$ cat src/rtl/bomb_blast.sv
// rtl/bomb_blast.sv - single-bomb fuse, cross-shaped blast scan and flame timer (option: BOMB_PIERCE_EN)
module bomb_blast #(
    parameter int FUSE_CYCLES  = 150,
    parameter int RANGE        = 2,
    parameter int FLAME_CYCLES = 30,
    parameter int COLS         = 20,
    parameter int ROWS         = 15
) (
    input  logic        Clk,
    input  logic        Reset,
    input  logic        place,
    input  logic [31:0] pos,
    input  logic        win,
    input  logic [31:0] victim_pos,
    output logic [31:0] tile_idx,
    input  logic [31:0] tile_val,
    output logic [31:0] change,
    output logic [31:0] bomb_pos,
    output logic        blast_active,
    output logic        hit
);

    localparam int CELLS = COLS * ROWS;

    typedef enum logic [1:0] {IDLE, ARMED, SCAN, FLAME} state_t;

    state_t      state, state_nx;
    logic [31:0] cnt, cnt_nx;
    logic [31:0] bomb_nx, change_nx;
    logic [31:0] step, step_nx;
    logic [1:0]  dir, dir_nx;
    logic        centre, centre_nx;
    logic        hit_nx;

    logic [32:0] probe, probe_next;
    logic [3:0]  first_ok;
    logic [2:0]  search_from;
    logic        do_search, go_on, found;
    logic [1:0]  found_dir;

    // Cell reached from b by s steps in direction d (up, down, left, right);
    // the top bit says whether that cell is on the map and, for left/right, on b's row.
    function automatic logic [32:0] cand(input logic [1:0] d, input logic [31:0] s,
                                         input logic [31:0] b);
        logic signed [31:0] base, off, c;
        logic               ok;
        base = $signed(b);
        case (d)
            2'd0:    off = -COLS;
            2'd1:    off = COLS;
            2'd2:    off = -1;
            default: off = 1;
        endcase
        c  = base + off * $signed(s);
        ok = (c >= 0) && (c < CELLS);
        if (d[1] && ok)
            ok = ((c / COLS) == (base / COLS));
        return {ok, c};
    endfunction

    // State and datapath registers; Reset abandons any bomb immediately.
    always_ff @(posedge Clk or posedge Reset) begin
        if (Reset) begin
            state    <= IDLE;
            cnt      <= '0;
            bomb_pos <= '0;
            change   <= '0;
            step     <= '0;
            dir      <= '0;
            centre   <= 1'b0;
            hit      <= 1'b0;
        end else begin
            state    <= state_nx;
            cnt      <= cnt_nx;
            bomb_pos <= bomb_nx;
            change   <= change_nx;
            step     <= step_nx;
            dir      <= dir_nx;
            centre   <= centre_nx;
            hit      <= hit_nx;
        end
    end

    // Next-state, probe address and the skip-ahead to the next direction with a legal first step.
    always_comb begin
        state_nx     = state;
        cnt_nx       = cnt;
        bomb_nx      = bomb_pos;
        change_nx    = '0;
        step_nx      = step;
        dir_nx       = dir;
        centre_nx    = centre;
        hit_nx       = hit;
        tile_idx     = bomb_pos;
        blast_active = (state == SCAN) || (state == FLAME);
        search_from  = 3'd0;
        do_search    = 1'b0;
        go_on        = 1'b0;
        found        = 1'b0;
        found_dir    = 2'd0;
        probe        = cand(dir, step, bomb_pos);
        probe_next   = cand(dir, step + 32'd1, bomb_pos);
        for (int k = 0; k < 4; k++) begin
            logic [32:0] c1;
            c1          = cand(2'(k), 32'd1, bomb_pos);
            first_ok[k] = c1[32];
        end

        case (state)
            IDLE: begin
                hit_nx = 1'b0;
                if (place && (pos != 32'd0) && (pos < 32'(CELLS))) begin
                    bomb_nx  = pos;
                    cnt_nx   = 32'(FUSE_CYCLES - 1);
                    state_nx = ARMED;
                end
            end
            ARMED: begin
                if (cnt == 32'd0) begin
                    state_nx  = SCAN;
                    centre_nx = 1'b1;
                end else begin
                    cnt_nx = cnt - 32'd1;
                end
            end
            SCAN: begin
                if (centre) begin
                    centre_nx = 1'b0;
                    do_search = 1'b1;
                end else begin
                    tile_idx = probe[31:0];
                    if (tile_val == 32'd0) begin
                        go_on = 1'b1;
                    end else if (tile_val == 32'd2) begin
                        change_nx = probe[31:0];
`ifdef BOMB_PIERCE_EN
                        go_on = 1'b1;
`else
                        go_on = 1'b0;
`endif
                    end
                    if (go_on && (step < 32'(RANGE)) && probe_next[32]) begin
                        step_nx = step + 32'd1;
                    end else begin
                        do_search   = 1'b1;
                        search_from = {1'b0, dir} + 3'd1;
                    end
                end
                if (tile_idx == victim_pos)
                    hit_nx = 1'b1;
            end
            FLAME: begin
                if (cnt == 32'd0) begin
                    state_nx = IDLE;
                    bomb_nx  = '0;
                    hit_nx   = 1'b0;
                end else begin
                    cnt_nx = cnt - 32'd1;
                end
            end
            default: state_nx = IDLE;
        endcase

        for (int k = 0; k < 4; k++) begin
            if (!found && (3'(k) >= search_from) && first_ok[k]) begin
                found     = 1'b1;
                found_dir = 2'(k);
            end
        end
        if (do_search) begin
            if (found) begin
                dir_nx  = found_dir;
                step_nx = 32'd1;
            end else begin
                state_nx = FLAME;
                cnt_nx   = 32'(FLAME_CYCLES - 1);
            end
        end

        if (win) begin
            state_nx  = IDLE;
            bomb_nx   = '0;
            change_nx = '0;
            hit_nx    = 1'b0;
            cnt_nx    = '0;
            centre_nx = 1'b0;
        end
    end

endmodule

$ cat config.mk
export PLATFORM = sky130hd
export DESIGN_NAME = bomb_blast
export DESIGN_NICKNAME = d
export VERILOG_FILES = /design/src/rtl/bomb_blast.sv
export SDC_FILE = /design/constraint.sdc
export NUM_CORES = 2
export LEC_CHECK = 0
export BUFFER_PORTS_ARGS = -buffer_cell sky130_fd_sc_hd__buf_2
export CORE_MARGIN = 2
export CORE_UTILIZATION = 47
export CTS_CLUSTER_DIAMETER = 100
export DETAILED_ROUTE_END_ITERATION = 8
export GPL_TIMING_DRIVEN = 0
export PLACE_DENSITY = 0.66
export SKIP_CTS_REPAIR_TIMING = 1
export SLEW_MARGIN = 0
export SYNTH_ARGS = -nofsm -noshare
export SYNTH_HDL_FRONTEND = slang
export SYNTH_SLANG_ARGS = --single-unit
export TNS_END_PERCENT = 100
$ cat constraint.sdc
create_clock -name Clk -period 26.2 [get_ports Clk]
set_clock_uncertainty 0.05 [all_clocks]
set_input_delay 2.62 -clock Clk [delete_from_list [all_inputs] [get_ports Clk]]
set_output_delay 2.62 -clock Clk [all_outputs]
set_load 0.005 [all_outputs]
After elaboration in Yosys (flattened, before gate mapping)
Cells that the tools add are included.
{"block": "totals", "ff_bits": 134, "output_inout_bits": 98}
{"block": "op_classes", "addsub": 9, "multipliers": 2, "div": 4, "n_lt_le_gt_ge": 16, "n_eq_ne": 14, "muxes": 57, "n_reduce_logical": 34}
{"op": "$mux 32", "count": 21}
{"op": "$ge 32x1->1 const B", "count": 5}
{"op": "$lt 32x10->1 const B", "count": 5}
{"op": "$div 32x6->32 const B", "count": 4}
{"op": "$eq 32x32->1", "count": 4}
{"op": "$pmux 32 s2", "count": 2}
{"op": "$pmux 32 s3", "count": 1}
{"op": "$add 32x1->32 const B", "count": 2}
{"op": "$add 32x32->32", "count": 2}
{"op": "$add 32x6->32 const B", "count": 2}
{"op": "$logic_not 32->1", "count": 2}
{"op": "$mul 32x32->32", "count": 2}
{"op": "$add 32x2->32 const B", "count": 1}
{"op": "$eq 32x2->1 const B", "count": 1}
{"op": "$lt 32x2->1 const B", "count": 1}
{"op": "$lt 32x9->1 const B", "count": 1}
{"op": "$reduce_bool 32->1", "count": 1}
{"op": "$sub 32x1->32 const B", "count": 1}
{"op": "$mux 1", "count": 19}
{"op": "$logic_and 1x1->1", "count": 17}
{"op": "$mux 2", "count": 8}
{"op": "$mux 3", "count": 3}
{"op": "$eq 2x2->1 const B", "count": 3}
{"op": "$ge 1x3->1 const A", "count": 2}
{"op": "16 further kinds", "count": 26}

Depth between registers and ports, before layout
{"block": "logic_depth", "ltp_word": 30, "mapped_depth": 86}

Worst setup path before layout
No wires, ideal clock.
{"block": "synth_path", "path_kind": "reg-to-reg", "start": "register dir[0]", "end": "register step[0]", "setup_time_ps": 121, "t_arrival_ps": 21455, "setup_slack_ps": 4574, "stages_incl_launch_ff": 80, "n_path_buf": 7, "synth_period_minus_slack_ps": 21626, "cell_sequence": "dfrtp_1 clkinv_1 buf_1 ha_1 nor2_1 nor2_1 clkbuf_1 clkbuf_1 nand2_1 inv_1 fa_1 inv_1 fa_1 inv_1 fa_1 inv_1 fa_1 fa_1 [... 44 more ...] o311ai_0 o2111ai_1 o32ai_1 o32a_1 ha_1 nand3_1 a2111oi_4 nand4_1 or4b_1 a211oi_1 a31oi_1 a311o_1 or4_1 buf_2 o311ai_4 and2b_4 buf_6 nand2b_1"}
{"block": "synth_via", "elab_chain_cells": 29, "elab_cells_between_ends": 44, "cone_classes": "2 x add/sub; 1 x mul; 1 x div; 6 x order compare; 3 x eq/ne; 17 x mux; 14 x reduce/logical"}
{"element": "start, declared", "line_no": "31", "rtl": "logic [1:0] dir, dir_nx;"}
{"element": "start signal, assigned", "line_no": "78", "rtl": "dir <= dir_nx;"}
{"element": "parallel branches: the longest is 28 deep, another holds $mul 32x32->32"}
{"element": "$mux 32 (*)", "line_no": "170", "rtl": "if (do_search) begin"}
{"element": "net step_nx[0]", "line_no": "30", "rtl": "logic [31:0] step, step_nx;"}
{"element": "end signal, assigned", "line_no": "77", "rtl": "step <= step_nx;"}
{"element": "end, declared", "line_no": "30"}
Mark *: on every way through the listed nets, which the timed path passes.
A chain may end at the register's enable or synchronous reset.

Worst setup path after layout
Ends and elaborated chain as after synthesis.

==> impl_summary.txt <==
----------------------------------------------------
[Die]
  Num ports ... 198
  Die Span X ... 353 µm
  Initial standard-cell utilization of the core ... 47.5%
  Vert. Die Dim ... 353 µm
  Floorplan row count ... 127
  Die area ... 124000 µm²
  Area of the core ... 120000 µm²

[Synth]
  Summed instance area of the synthesized netlist ... 57100 µm²
  Dominant synthesized flop cell ... sky130_fd_sc_hd__dfrtp_1
  Post-synth top area share ... 21.5%
  Post-synthesis sequential area ratio ... 5.87%
  Total number of yosys warnings ... 0
  Average footprint of a synthesized cell ... 7.81 µm²
  Synthesized Nets ... 8354
  Top cell type by total area after synthesis ... sky130_fd_sc_hd__fa_1
  FF+latch count, synth ... 134
  Count of cell types in the netlist ... 153
  Leading post-synthesis cells by cell area ... sky130_fd_sc_hd__fa_1 (21%), sky130_fd_sc_hd__ha_1 (7.3%), sky130_fd_sc_hd__xnor2_1 (6.6%)
  Gate Count Post-Synth ... 7308
  Fraction of registers with async set/reset ... 100%
  Number of enable-type register cells in the synthesized netlist ... 0

[Timing]
  Max-slew violation total from the final report ... 1
  Relative slew margins ... -1.80%
  Time the worst path needs with I/O delays and setup ... 24.90 ns
  Crit share post-route ... 95.0%
  Final setup vio count ... 0
  Post-Route Hold Slack ... 0.460 ns
  Number of hold-slack violations in the final timing report ... 0
  Max Freq ... 40.2 MHz
  Measured slew at the worst slew-check pin ... 1.49 ns

[Global routing]
  Global-route congestion overflow total ... 0
  First-pass GRT wire length ... 324000 µm
  Via count of the first global-routing pass ... 55500
  Largest net degree at the start of global routing ... 75
  Aggregate global-route resource usage ... 32.6%
  Antenna violations before repair ... 8

[Route]
  Mean routed wirelength per cell ... 22.8 µm
  Violation count after the first detailed-route iteration ... 6258
  First-pass detailed-route iteration total ... 6
  Number of vias in the routed layout ... 58500
  Number of nets with antenna violations after detailed routing ... 0
  WL final ... 210000 µm
  Remaining routing DRC violations ... 0
  Drt via density ... 6.38

[Status]
  Failing checks ... capacitance limit, slew limit
  Result of the run ... complete, but fails checks

[CTS]
  Maximum level of the CTS H-tree ... 4
  Root buffer selected by CTS ... sky130_fd_sc_hd__clkbuf_16
  Worst skew pair latency ... 0.49 ns
  Clock Pin Slew Worst Setup and Hold Paths ... 0.07 ns
  TritonCTS clock tree ... yes
  Clock buffer count from CTS ... 17
  Max clock buf depth ... 2
  Clock Sink Count ... 134

[Placement]
  Placer congestion estimate ... 0.986
  Port Buf Inserts ... 197
  Estimated wirelength of the detail-placed design ... 171000 µm

[Critical path]
  Startpoint type of the worst setup path ... flip-flop
  Worst-path fanout max ... 13
  Arrival time at the worst endpoint ... 25.22 ns
  Data required time of the worst path ... 26.52 ns
  Crit path kind ... flip-flop to flip-flop
  Maximum single-stage delay on the critical path ... 0.66 ns
  Crit end category ... flip-flop
  Crit-path slowest cell ... sky130_fd_sc_hd__fa_2

[Min path]
  Worst min-delay path class ... flip-flop to flip-flop

[Cells and area]
  Final core utilization ... 50.9%
  Final Net Count ... 8600
  Fraction of layout instances using a drive strength above 1 ... 8.72%
  Area growth from synthesis to final layout ... 7.34%

[Job]
  Max Cap Viol ... 1

----------------------------------------------------
-- layout by cell type, fill, tap and decap left out, types with 83 or more instances in the layout --
master	n
sky130_fd_sc_hd__a31oi_1	95
sky130_fd_sc_hd__ha_1	334
sky130_fd_sc_hd__o21ai_0	335
sky130_fd_sc_hd__a21oi_1	305
sky130_fd_sc_hd__nand3_1	226
sky130_fd_sc_hd__buf_2	273
sky130_fd_sc_hd__nor3_1	220
sky130_fd_sc_hd__dfrtp_1	134
sky130_fd_sc_hd__nand4_1	126
sky130_fd_sc_hd__clkbuf_1	267
sky130_fd_sc_hd__nand2b_1	83
sky130_fd_sc_hd__and2_1	139
sky130_fd_sc_hd__xnor2_1	429
sky130_fd_sc_hd__inv_1	811
sky130_fd_sc_hd__nor4_1	130
sky130_fd_sc_hd__nor2_1	575
sky130_fd_sc_hd__nand2_1	570
sky130_fd_sc_hd__fa_1	611
sky130_fd_sc_hd__xor2_1	137
-- metal layers --
layer  wire length, µm  track usage (%)  share of wire, %  vias to the layer above
met5               115                0             0.055                        -
li1                  -                -                 -                    26600
met1             89700             44.6                43                    28700
met2             93400             51.4                45                     2792
met4              8610             12.0               4.1                       16
met3             17800             5.98               8.5                      450
-- critical path: cells and delay by family, from the launching register on --
family / cells / cell delay [ns]
buf+inv: 22 / 4.08
simple gates: 19 / 5.56
xor+xnor: 1 / 0.26
fa+ha+maj: 11 / 5.06
flops: 1 / 0.40
mux: 1 / 0.18
compound gates: 32 / 9.12
-- per-stage QoR --
stage | setup slack, ns | cells | TNS, ns | area [µm²]
floorplan | 4.57 | 7308 | 0 | 57100
global placement | -0.365 | 9117 | -16.09 | 60100
detailed placement | -0.217 | 9124 | -7.12 | 60200
CTS | -0.289 | 9156 | -12.53 | 60900
global route | -0.0522 | 9179 | -0.0619 | 61300
finish | 1.30 | 9180 | 0 | 61300
-- flip-flops by register name, summed over array words and instances, names as in the netlist --
signal and cells:
bomb_pos 32, change 32, cnt 32, step 32, dir 2, state 2, centre 1, hit 1
-- logic make-up after synthesis --
family                   synth area share (%)
multiplexers                             1.56
XOR/XNOR                                 8.88
AND/OR/NAND/NOR                          22.3
adder cells (fa/ha/maj)                  28.9
AO/OA/AOI/OAI                            24.2
flip-flops                               5.87
buffers and inverters                    8.30
-- Yosys cell counts (139+ instances only) --
cell type                  instances
sky130_fd_sc_hd__and2_1          139
sky130_fd_sc_hd__nand3_1         227
sky130_fd_sc_hd__inv_1           819
sky130_fd_sc_hd__fa_1            612
sky130_fd_sc_hd__clkbuf_1        269
sky130_fd_sc_hd__a21oi_1         310
sky130_fd_sc_hd__nand2_1         571
sky130_fd_sc_hd__xnor2_1         429
sky130_fd_sc_hd__o21ai_0         335
sky130_fd_sc_hd__ha_1            334
sky130_fd_sc_hd__nor3_1          221
sky130_fd_sc_hd__nor2_1          576
-- area by class of cell --
cell class	count	area (µm²)
inverter	834	3140
multi-input combinational	5962	49200
tap	1612	2020
antenna	1	2.50
timing repair buffer	227	1330
buffer	378	1610
clock inverter	15	206
fill	11900	59000
sequential	134	3350
clock buffer	17	425
-- worst paths after layout --
check,endpoint,slack [ns],cells after the start,start
min reg2reg,cnt[10],0.46,2,cnt[10]
max,step[0],1.30,86,dir[0]
min in group asynchronous,state[1],2.15,2,Reset
max in group asynchronous,step[28],23.09,3,Reset
min,cnt[10],0.46,2,cnt[10]
max reg2reg,step[0],1.30,86,dir[0]
Power is not shown: default switching activity piles up to over one toggle a cycle in this logic, so the estimate is an artifact.
